## config.mk

```make
export PLATFORM = sky130hd
export DESIGN_NAME = param_fifo
export DESIGN_NICKNAME = d
export VERILOG_FILES = /design/src/rtl/param_fifo_pkg.sv /design/src/rtl/param_fifo_mem.sv /design/src/rtl/param_fifo.sv
export SDC_FILE = /design/constraint.sdc
export NUM_CORES = 1
export LEC_CHECK = 0
export BUFFER_PORTS_ARGS = -buffer_cell sky130_fd_sc_hd__buf_4
export CAP_MARGIN = 20
export CORE_MARGIN = 4
export CORE_UTILIZATION = 35
export DETAILED_ROUTE_END_ITERATION = 10
export SYNTH_ARGS = -nofsm -noshare
export SYNTH_HDL_FRONTEND = slang
export SYNTH_SLANG_ARGS = --single-unit
```

## constraint.sdc

```tcl
create_clock -name clk -period 3.2 [get_ports clk]
set_clock_uncertainty 0.2 [all_clocks]
set_input_delay 0.16 -clock clk [delete_from_list [all_inputs] [get_ports clk]]
set_output_delay 0.16 -clock clk [all_outputs]
set_load 0.02 [all_outputs]
```

## src/rtl/param_fifo_pkg.sv

```systemverilog
// Shared defaults and the per-cycle operation encoding for the parameterised FIFO.
package param_fifo_pkg;

   localparam int DEF_DATA_WIDTH = 8;
   localparam int DEF_DEPTH      = 8;
   localparam int DEF_AF_LEVEL   = 6;
   localparam int DEF_AE_LEVEL   = 2;

   typedef enum logic [1:0] {
      OP_NONE = 2'd0,
      OP_PUSH = 2'd1,
      OP_POP  = 2'd2,
      OP_BOTH = 2'd3
   } fifo_op_e;

endpackage

```

## src/rtl/param_fifo_mem.sv

```systemverilog
// FIFO storage: registered write, asynchronous (show-ahead) read, no reset on the array.
module param_fifo_mem #(
   parameter int DATA_WIDTH = 8,
   parameter int DEPTH      = 8
) (
   input  logic                     clk,
   input  logic                     we,
   input  logic [$clog2(DEPTH)-1:0] waddr,
   input  logic [DATA_WIDTH-1:0]    wdata,
   input  logic [$clog2(DEPTH)-1:0] raddr,
   output logic [DATA_WIDTH-1:0]    rdata
);

   logic [DATA_WIDTH-1:0] mem [DEPTH];

   always_ff @(posedge clk) begin
      if (we) mem[waddr] <= wdata;
   end

   assign rdata = mem[raddr];

endmodule

```

## src/rtl/param_fifo.sv

```systemverilog
// Synchronous FIFO control: pointers, occupancy count, registered level flags and sticky errors.
module param_fifo
   import param_fifo_pkg::*;
#(
   parameter int DATA_WIDTH = DEF_DATA_WIDTH,
   parameter int DEPTH      = DEF_DEPTH,
   parameter int AF_LEVEL   = DEF_AF_LEVEL,
   parameter int AE_LEVEL   = DEF_AE_LEVEL
) (
   input  logic                     clk,
   input  logic                     rst,
   input  logic                     flush,
   input  logic                     wr,
   input  logic [DATA_WIDTH-1:0]    wdata,
   input  logic                     rd,
   output logic [DATA_WIDTH-1:0]    rdata,
   output logic                     full,
   output logic                     empty,
   output logic                     almost_full,
   output logic                     almost_empty,
   output logic [$clog2(DEPTH):0]   count,
   output logic                     overflow,
   output logic                     underflow,
   input  logic                     err_clr
);

   localparam int AW = $clog2(DEPTH);
   localparam int CW = AW + 1;
   localparam logic [CW-1:0] FULL_CNT = CW'(DEPTH);
   localparam logic [CW-1:0] AF_CNT   = CW'(AF_LEVEL);
   localparam logic [CW-1:0] AE_CNT   = CW'(AE_LEVEL);

   generate
      if (DEPTH < 2 || (DEPTH & (DEPTH - 1)) != 0) begin : g_bad_depth
         $error("param_fifo: DEPTH must be a power of two and at least 2");
      end
      if (AE_LEVEL < 1 || AE_LEVEL >= AF_LEVEL || AF_LEVEL > DEPTH - 1) begin : g_bad_levels
         $error("param_fifo: need 1 <= AE_LEVEL < AF_LEVEL <= DEPTH-1");
      end
   endgenerate

   logic [AW-1:0] wptr, rptr;
   logic [CW-1:0] count_nxt;
   logic          push_ok, pop_ok;
   fifo_op_e      op;

   // Acceptance uses the registered flags so a full FIFO never takes a same-cycle push.
   assign push_ok = wr & ~full;
   assign pop_ok  = rd & ~empty;

   always_comb begin
      op = OP_NONE;
      case ({pop_ok, push_ok})
         2'b01:   op = OP_PUSH;
         2'b10:   op = OP_POP;
         2'b11:   op = OP_BOTH;
         default: op = OP_NONE;
      endcase
   end

   always_comb begin
      count_nxt = count;
      case (op)
         OP_PUSH: count_nxt = count + CW'(1);
         OP_POP:  count_nxt = count - CW'(1);
         default: count_nxt = count;
      endcase
   end

   param_fifo_mem #(
      .DATA_WIDTH (DATA_WIDTH),
      .DEPTH      (DEPTH)
   ) u_mem (
      .clk   (clk),
      .we    (push_ok & ~flush & ~rst),
      .waddr (wptr),
      .wdata (wdata),
      .raddr (rptr),
      .rdata (rdata)
   );

   always_ff @(posedge clk or posedge rst) begin
      if (rst) begin
         wptr         <= '0;
         rptr         <= '0;
         count        <= '0;
         full         <= 1'b0;
         empty        <= 1'b1;
         almost_full  <= 1'b0;
         almost_empty <= 1'b1;
         overflow     <= 1'b0;
         underflow    <= 1'b0;
      end else if (flush) begin
         wptr         <= '0;
         rptr         <= '0;
         count        <= '0;
         full         <= 1'b0;
         empty        <= 1'b1;
         almost_full  <= 1'b0;
         almost_empty <= 1'b1;
      end else begin
         // Power-of-two depth lets the pointers wrap by natural overflow.
         if (push_ok) wptr <= wptr + AW'(1);
         if (pop_ok)  rptr <= rptr + AW'(1);
         count        <= count_nxt;
         full         <= (count_nxt == FULL_CNT);
         empty        <= (count_nxt == '0);
         almost_full  <= (count_nxt >= AF_CNT);
         almost_empty <= (count_nxt <= AE_CNT);

         if (wr & full)    overflow <= 1'b1;
         else if (err_clr) overflow <= 1'b0;

         if (rd & empty)   underflow <= 1'b1;
         else if (err_clr) underflow <= 1'b0;
      end
   end

endmodule
```

==> flow_summary.json, run 1 <==
{
  "status": "finished, final reports clean",
  "drt-initial-drc-count": 74,
  "cts_tree": "yes",
  "ctsResizeCount": 0,
  "num_antenna_cells": 0,
  "cts_setup_buffers": 0,
  "grt.total_usage": 0.117,
  "synthArstFlopShare": 0.200,
  "hp-class": "primary input to asynchronous set/reset pin",
  "seq_area_frac_synth": 0.685,
  "routed_wirelength_um": 6070,
  "fp.dieArea_um2": 11300,
  "area_delta_synth_final_pct": 22.8,
  "synth_cell_type_count": 41,
  "worst_pin_slew_ns": 0.809,
  "clockBufferDepth": 2,
  "ys.flop_type": "edfxtp_1",
  "io_pins": 32,
  "globalRouteOverflowTotal": 0,
  "stdcell_count": 383,
  "slowest_delay_ns": 0.52,
  "fmax_ghz": 0.396,
  "wl_per_cell_um": 15.8,
  "initial_utilization": 0.364,
  "antenna_found_initial": 0,
  "place_area_um2": 3790,
  "leakage_nw": 1.48,
  "antenna_left": 0,
  "end_kind": "register",
  "max_slew_margin": 0.460,
  "ys_seq_elements": 80,
  "clock_latency_ns": 0.35,
  "clock-sinks": 80,
  "cts_htree_levels": 3,
  "rr_endpoint": "full",
  "num_vias": 1808,
  "hold_buffers": 14,
  "fp.dieW_um": 106,
  "viasPerCell": 4.72,
  "die_h_um": 106,
  "rsz0062_at_grt": "no",
  "place_inst": 354,
  "slew_viol_final": 0,
  "cp.arrival_ns": 2.58,
  "cp_cell_sequence": "dlygate4sd3_1, buf_4, nor2b_4, clkinv_8, ha_1, or3b_1, o31ai_1, nor4bb_2",
  "core_area_um2": 9330,
  "irDropWorstVdd_uv": 351,
  "rows": 35,
  "drive_gt1_frac": 0.366,
  "cts.clk_slew.worst_paths_ns": 0.08,
  "nets": 268,
  "n_fill_cell": 817,
  "final_cell_mix": "edfxtp_1, buf_4, nor2_1, mux4_2",
  "worstSetupStartpointType": "primary input",
  "crit_fanout": 9,
  "finalHoldViolations": 0,
  "crit_type": "primary input to register",
  "period_minus_slack_ns": 2.53,
  "regToRegSetupSlack_ns": 0.68,
  "clockRootBuffer": "clkbuf_8",
  "syn_nets": 214,
  "netlist_instances": 196,
  "grt_start_max_net_pins": 20,
  "reg2reg_depth": 6,
  "cts_buffers": 9,
  "grt_pass1_vias": 1883,
  "p_total_mw": 2.69,
  "synth_edf_count": 64,
  "setup_violations": 0,
  "drt-pass1-iter-count": 4,
  "reg2reg_from": "full",
  "final_common_cell": "edfxtp_1",
  "final.setup.tns_ns": 0,
  "netlist_area_um2": 3390,
  "yosysWarnings": 0,
  "synth.avg_cell_area_um2": 17.3,
  "fin_area_um2": 4170,
  "timing.final.crit_share": 0.789,
  "post-dp-hpwl_um": 3810,
  "grt_pass1_wl_um": 10000,
  "gp_congestion": 0.742,
  "required_ns": 3.26,
  "slowest_stage": "dlygate4sd3_1",
  "drv_cap": 0,
  "drc": 0,
  "finalCoreUtilization": 0.447,
  "port_buffers": 31,
  "powerDensity_nw_per_um2": 647
}
## registers in the layout, indices dropped and copies added (netlist names)
signal,count
underflow,1
count,4
wptr,3
empty,1
rptr,3
full,1
almost_full,1
overflow,1
almost_empty,1
u_mem.mem,64
## power breakdown
part	leakage, nW	internal, mW	switching (mW)
Clock	0.120	0.520	0.359
Combinational	0.577	0.289	0.284
Sequential	0.787	1.18	0.0615
Total	1.48	1.99	0.704
## how the worst max path moves through the flow
stage          from    to  slack (ns)  cells past startpoint
3_3_place_gp   full  full        0.78                      6
2_1_floorplan  full  full        0.83                      8
6_report         wr  full        0.67                      8
4_1_cts        full  full        0.67                      6
5_1_grt        full  full        0.53                      8
3_5_place_dp   full  full        0.70                      6
## cell families (layout without fill, tap and decap cells)
| family | after synthesis | count (layout) | share of synthesized area |
|---|---|---|---|
| XOR/XNOR | 8 | 8 | 0.0229 |
| flip-flops | 80 | 80 | 0.685 |
| AND/OR/NAND/NOR | 49 | 49 | 0.0749 |
| adder cells (fa/ha/maj) | 4 | 4 | 0.0147 |
| AO/OA/AOI/OAI | 14 | 14 | 0.0291 |
| multiplexers | 26 | 26 | 0.140 |
| buffers and inverters | 15 | 73 | 0.0336 |
## layout make-up
class	instances	area (um^2)	share of cell area
flip-flops and latches	80	2320	0.558
multi-input cells	101	967	0.232
repair buffers	54	440	0.106
well taps	129	161	0.0387
clock buffers	9	124	0.0297
clock inverters	6	116	0.0279
inverters	4	32.5	0.00781
## synthesized netlist by cell type, types with 3 or more instances
cell	n	share of area
buf_6	4	0.013
mux2_2	8	0.027
mux4_2	16	0.11
nand2_1	14	0.015
clkbuf_1	3	0.0033
nor3_1	4	0.0059
xor2_1	3	0.0077
edfxtp_1	64	0.57
dfrtp_1	14	0.10
xnor2_1	4	0.010
a21oi_1	4	0.0059
nor2_1	18	0.020
ha_1	4	0.015
## metal layers
layer,vias to the layer above,track usage,wire length [um]
met3,6,0.0401,249
met5,-,0,0
met1,913,0.153,2800
met4,0,0.0384,70
met2,39,0.185,2950
li1,850,-,-
## metrics by stage
| stage | setup WS, ns | hold slack [ns] |
|---|---|---|
| 4_1_cts | 0.668 | 0.253 |
| 5_1_grt | 0.527 | 0.301 |
| 3_3_place_gp | 0.776 | 0.104 |
| 6_report | 0.675 | 0.241 |
| 3_5_place_dp | 0.704 | 0.117 |
| 2_1_floorplan | 0.833 | -0.128 |
## critical path, delay by kind of cell
family	cells	cell delay (ns)
adders and majority gates	1	0.44
buffers and inverters	3	0.73
and+or+nand+nor	3	0.98
AOI/OAI and AO/OA	1	0.27
No activity file was read; power rests on OpenSTA's default activity.
==> inputs of run 2 (changes only) <==
==> constraint.sdc (replaced) <==
create_clock -name clk -period 2.3 [get_ports clk]
set_clock_uncertainty 0.2 [all_clocks]
set_input_delay 0.115 -clock clk [delete_from_list [all_inputs] [get_ports clk]]
set_output_delay 0.115 -clock clk [all_outputs]
set_load 0.02 [all_outputs]
==> run 2 against run 1 <==
Net effect: global-route usage increased by 0.32 points; via count increased by 2.9%; sequential power increased by 37%; die area unchanged; largest power group unchanged; wire length increased by 5.3%.
==> flow_summary.json, run 2 (same netlist as run 1, synthesis figures left out) <==
{
  "status": "finished, final reports clean",
  "p_total_mw": 3.77,
  "crit_path_start": "empty",
  "fp.dieW_um": 106,
  "clockRootBuffer": "clkbuf_8",
  "critPathTopFamily": "simple AND/OR/NAND/NOR gates",
  "powerDensity_nw_per_um2": 860,
  "multiInputGateArea_um2": 1090,
  "num_vias": 1861,
  "drv_cap": 0,
  "final_common_cell": "edfxtp_1",
  "rows": 35,
  "worstSetupStartpointType": "register",
  "cts_buffers": 9,
  "grt_pass1_vias": 1988,
  "reg.largest.list": "u_mem.mem: 64 flops, count: 4 flops",
  "reg2reg_from": "empty",
  "clockBufferDepth": 2,
  "fmax_ghz": 0.435,
  "n_fill_cell": 796,
  "die_h_um": 106,
  "slowest_stage": "dfstp_2",
  "cp_cell_sequence": "nand2b_4, clkinv_4, nand2_4, xnor2_2, ha_4, or3b_4, o31ai_4, nor4bb_4",
  "cts_htree_levels": 3,
  "hp-class": "primary input to asynchronous set/reset pin",
  "dp_slack_ns": -0.0743,
  "largest_register_ff_count": 64,
  "leakage_nw": 1.59,
  "whs_ns": 0.234,
  "io_pins": 32,
  "wl_per_cell_um": 15.9,
  "timing.final.crit_share": 0.999,
  "crit_fanout": 4,
  "port_buffers": 31,
  "antenna_found_initial": 0,
  "post-dp-hpwl_um": 3920,
  "cts_tree": "yes",
  "slew_viol_final": 0,
  "crit_type": "register to register",
  "antenna_left": 0,
  "required_ns": 2.35,
  "regToRegSetupSlack_ns": 0.003,
  "period_minus_slack_ns": 2.30,
  "gp_congestion": 0.678,
  "viasPerCell": 4.63,
  "seq_area_um2": 2320,
  "final.setup.tns_ns": 0,
  "clock-sinks": 80,
  "cp_num_cells": 8,
  "slowest_delay_ns": 0.54,
  "rsz0062_at_grt": "yes",
  "globalRouteOverflowTotal": 0,
  "finalHoldViolations": 0,
  "drc": 0,
  "setup_violations": 0,
  "cts.clk_slew.worst_paths_ns": 0.09,
  "clock_latency_ns": 0.34,
  "grt_pass1_wl_um": 10300,
  "crit_end": "full",
  "num_antenna_cells": 0,
  "worst_pin_slew_ns": 0.645,
  "grt.total_usage": 0.121,
  "reg2reg_depth": 8,
  "routed_wirelength_um": 6390,
  "rr_endpoint": "full",
  "regMostFlops": "u_mem.mem",
  "initial_utilization": 0.364,
  "drt-pass1-iter-count": 4,
  "finalCoreUtilization": 0.470,
  "cp.arrival_ns": 2.35,
  "drt-initial-drc-count": 52,
  "core_area_um2": 9330,
  "max_slew_margin": 0.569,
  "drive_gt1_frac": 0.451,
  "irDropWorstVdd_uv": 488,
  "final_cell_mix": "edfxtp_1, buf_4, nor2_1, mux4_2",
  "grt_start_max_net_pins": 20,
  "nets": 286,
  "fp.dieArea_um2": 11300,
  "fin_ws_ns": 0.00281,
  "cp.buffers_inverters": 1,
  "area_delta_synth_final_pct": 29.1,
  "end_kind": "register"
}
run 2: cell types whose count changed in the layout (fill, tap and decap cells not counted), sizes merged:
cell	previous run	this run
buf	40	58
bufinv	3	0
clkinv	3	6
clkinvlp	0	2
inv	4	3
run 2: layout make-up:
cell class              instances  share of cell area
clock inverters                 7              0.0131
flip-flops and latches         80               0.531
multi-input cells             101               0.248
clock buffers                   9              0.0283
inverters                       4             0.00743
well taps                     129              0.0368
repair buffers                 72               0.135
run 2: where the power goes:
part	switching [mW]	internal, mW
logic	0.528	0.603
registers	0.0589	1.64
clock network	0.532	0.402
run 2: how the worst min path moves through the flow:
| stage | startpoint | cells past startpoint | end | slack (ns) |
|---|---|---|---|---|
| after floorplan | rst | 1 | almost_full | -0.17 |
| after global placement | rst | 2 | overflow | 0.06 |
| after detailed placement | rst | 2 | overflow | 0.08 |
| after CTS | rst | 3 | count[3] | 0.24 |
| after global routing | rst | 3 | count[3] | 0.30 |
| final | rst | 3 | count[3] | 0.23 |
run 2: what timing repair did:
item,in CTS,in global routing
hold buffers,14,0
hold endpoints to repair,94,0
buffers inserted,0,6
pin swaps,0,3
setup endpoints to repair,4,6
gates resized for setup,2,19
run 2: layer usage:
layer	share of wire	track usage
met1	0.46	0.167
met2	0.48	0.186
met3	0.043	0.0285
met4	0.014	0.0438
met5	0	0
run 2: per-stage QoR:
| step | instance area, um^2 | std cells |
|---|---|---|
| CTS | 4220 | 396 |
| detailed placement | 3890 | 366 |
| finish | 4380 | 402 |
| global route | 4380 | 402 |
| global placement | 3890 | 366 |
| floorplan | 3390 | 196 |
run 2: worst register-to-register path, cell delays in order (launching register included):
cell,delay (ns)
dfstp_2,0.54
nand2b_4,0.13
clkinv_4,0.08
nand2_4,0.07
xnor2_2,0.12
ha_4,0.23
or3b_4,0.40
o31ai_4,0.21
nor4bb_4,0.22
==> inputs of run 3 (changes only) <==
--- a/config.mk
+++ b/config.mk
@@ -10,6 +10,8 @@
 export CORE_MARGIN = 4
 export CORE_UTILIZATION = 35
 export DETAILED_ROUTE_END_ITERATION = 10
+export HOLD_SLACK_MARGIN = 0.15
 export SYNTH_ARGS = -nofsm -noshare
 export SYNTH_HDL_FRONTEND = slang
+export SYNTH_HIERARCHICAL = 1
 export SYNTH_SLANG_ARGS = --single-unit
==> constraint.sdc (replaced) <==
create_clock -name clk -period 2.7 [get_ports clk]
set_clock_uncertainty 0.2 [all_clocks]
set_input_delay 0.135 -clock clk [delete_from_list [all_inputs] [get_ports clk]]
set_output_delay 0.135 -clock clk [all_outputs]
set_load 0.02 [all_outputs]
==> run 3 against run 2 <==
Net effect: non-clock buffer count decreased by 13; synthesized cell count decreased by 2.0%; final cell count decreased by 3.5%; maximum frequency decreased by 6.8%; cell area decreased by 4.1%; first-iteration DRC count increased by 37%; wire length decreased by 4.3%; core utilization decreased by 1.9 points; sequential share of layout area increased by 2.3 points; die area increased by 0.13%; combinational power decreased by 43%; clock-buffer cell count increased by 1; largest cell class unchanged.
==> flow_summary.json, run 3 <==
{
  "num_antenna_cells": 0,
  "required_ns": 2.77,
  "cts_tree": "yes",
  "netlist_instances": 192,
  "fin_ws_ns": 0.237,
  "reg2reg_from": "empty",
  "synthTopCellsByArea": "edfxtp_1, mux4_1, dfrtp_1",
  "slowest_stage": "dfstp_2",
  "end_kind": "register",
  "cp_cell_sequence": "nand2b_4, inv_2, nand2_1, xnor2_1, ha_1, nor3b_1, or3b_1, a22oi_2, nor3b_2",
  "cts_htree_levels": 3,
  "cts.clk_slew.worst_paths_ns": 0.08,
  "routed_wirelength_um": 6110,
  "synth_top_cell_by_area": "edfxtp_1",
  "hp-class": "primary input to asynchronous set/reset pin",
  "max_slew_margin": 0.563,
  "fp.dieArea_um2": 11300,
  "num_vias": 1809,
  "rsz0062_at_grt": "no",
  "io_pins": 32,
  "slew_viol_final": 0,
  "cts_buffers": 9,
  "finalHoldViolations": 0,
  "slowest_delay_ns": 0.55,
  "status": "finished, final reports clean",
  "antenna_left": 0,
  "port_buffers": 31,
  "post-dp-hpwl_um": 3970,
  "die_h_um": 107,
  "rr_endpoint": "full",
  "place_inst": 358,
  "largest_register_ff_count": 64,
  "timing.final.crit_share": 0.912,
  "crit_type": "register to register",
  "leakage_nw": 1.54,
  "irDropWorstVdd_uv": 506,
  "grt.total_usage": 0.116,
  "netlist_area_um2": 3400,
  "final.setup.tns_ns": 0,
  "worst_pin_slew_ns": 0.655,
  "yosysWarnings": 6,
  "final_common_cell": "edfxtp_1",
  "gp_congestion": 0.726,
  "drive_gt1_frac": 0.317,
  "clkPwrFrac": 0.310,
  "clock-sinks": 80,
  "synth_edf_count": 64,
  "reg.largest.list": "u_mem/mem: 64 flops, count: 4 flops",
  "synth_cell_type_count": 39,
  "synthArstFlopShare": 0.200,
  "grt_pass1_vias": 1891,
  "final_cell_mix": "edfxtp_1, buf_4, nand2_1, nor2_1, mux4_1",
  "whs_ns": 0.252,
  "setup_violations": 0,
  "antenna_found_initial": 0,
  "rows": 35,
  "core_area_um2": 9330,
  "fmax_ghz": 0.406,
  "drv_cap": 0,
  "clockBufferDepth": 2,
  "dp_slack_ns": 0.233,
  "syn_nets": 210,
  "synth.avg_cell_area_um2": 17.7,
  "synth.most_common_cell": "edfxtp_1",
  "wl_per_cell_um": 15.7,
  "crit_fanout": 6,
  "ys_seq_elements": 80,
  "ctsResizeCount": 0,
  "swShare": 0.263,
  "seq_area_frac_synth": 0.684,
  "drt-initial-drc-count": 71,
  "p_total_mw": 3.06,
  "reg2reg_depth": 9,
  "stdcell_count": 388,
  "synth_top_area_frac": 0.566,
  "drc": 0,
  "globalRouteOverflowTotal": 0,
  "fp.dieW_um": 107,
  "drt-pass1-iter-count": 7,
  "grt_pass1_wl_um": 9790,
  "combPwrFrac": 0.211,
  "crit_path_start": "empty",
  "grt_start_max_net_pins": 19,
  "intPower_mw": 2.26,
  "area_delta_synth_final_pct": 23.6,
  "initial_utilization": 0.364,
  "worstSetupStartpointType": "register",
  "nets": 272,
  "clockRootBuffer": "clkbuf_8",
  "regMostFlops": "u_mem/mem",
  "synth_commonest_cells": "edfxtp_1, nand2_1, mux4_1, nor2_1, dfrtp_1",
  "switching_power_uw": 807,
  "ys.flop_type": "edfxtp_1",
  "powerDensity_nw_per_um2": 730,
  "viasPerCell": 4.66,
  "seq_power_share": 0.479,
  "cp.arrival_ns": 2.53,
  "clock_latency_ns": 0.34,
  "cts_setup_buffers": 0,
  "period_minus_slack_ns": 2.46,
  "regToRegSetupSlack_ns": 0.24
}
## run 3: cell count changes in the layout (fill, tap and decap cells not counted), moves of 3 or more
cell	delta
buf_4	-11
mux4_1	+15
nor3_1	+3
mux4_2	-15
clkinv_4	-4
nand2b_1	+3
## run 3: worst max-delay path, delay by kind of cell (launching register included)
family                     cells  cell delay, ns
DFF                            1            0.55
and+or+nand+nor                5            1.02
AOI/OAI and AO/OA              1            0.14
xor gates and xnor gates       1            0.13
adders and majority gates      1            0.27
buffers and inverters          1            0.07
## run 3: kinds of logic (layout without fill, tap and decap cells)
logic type,count (synthesis),after routing,share of synthesized area
buffers and inverters,12,79,0.0206
adder cells (fa/ha/maj),4,4,0.0147
AO/OA/AOI/OAI,14,14,0.0306
multiplexers,26,26,0.155
flip-flops,80,80,0.684
XOR/XNOR,8,8,0.0228
AND/OR/NAND/NOR,48,48,0.0722
## run 3: through the flow
stage | utilization | instance area, um^2
6_report | 0.450 | 4200
3_3_place_gp | 0.412 | 3840
3_5_place_dp | 0.412 | 3840
4_1_cts | 0.450 | 4200
2_1_floorplan | - | 3400
5_1_grt | 0.450 | 4200
## run 3: power by group through the flow
stage               Combinational, mW  Clock (mW)  Sequential, mW
global placement                0.622           0            1.50
finish                          0.647       0.951            1.47
global route                    0.705        1.05            1.48
floorplan                       0.408           0            1.53
CTS                             0.656       0.980            1.47
detailed placement              0.632           0            1.49
## run 3: how the worst max path moves through the flow
| stage | to | slack (ns) | cells past startpoint |
|---|---|---|---|
| final | full | 0.24 | 9 |
| after global routing | full | 0.09 | 9 |
| after CTS | full | 0.21 | 9 |
| after detailed placement | full | 0.23 | 9 |
| after global placement | full | 0.30 | 9 |
| after floorplan | full | 0.31 | 9 |
## run 3: what timing repair did
item | CTS | global route
endpoints found under the hold margin | 97 | 0
endpoints found under the setup margin | 0 | 0
hold buffers | 14 | 0
## run 3: cell type report
type | count | area (um^2)
Inverter | 4 | 15.0
Clock inverter | 6 | 90.1
Timing Repair Buffer | 59 | 478
Tap cell | 129 | 161
Clock buffer | 10 | 128
Sequential cell | 80 | 2320
Fill cell | 855 | 5130
Multi-Input combinational cell | 100 | 1000
## run 3: metal layers
metal,global-route usage,vias up,routed length [um]
li1,-,866,-
met5,0,-,0
met1,0.154,898,2960
met3,0.0383,5,262
met2,0.179,40,2840
met4,0.0438,0,49
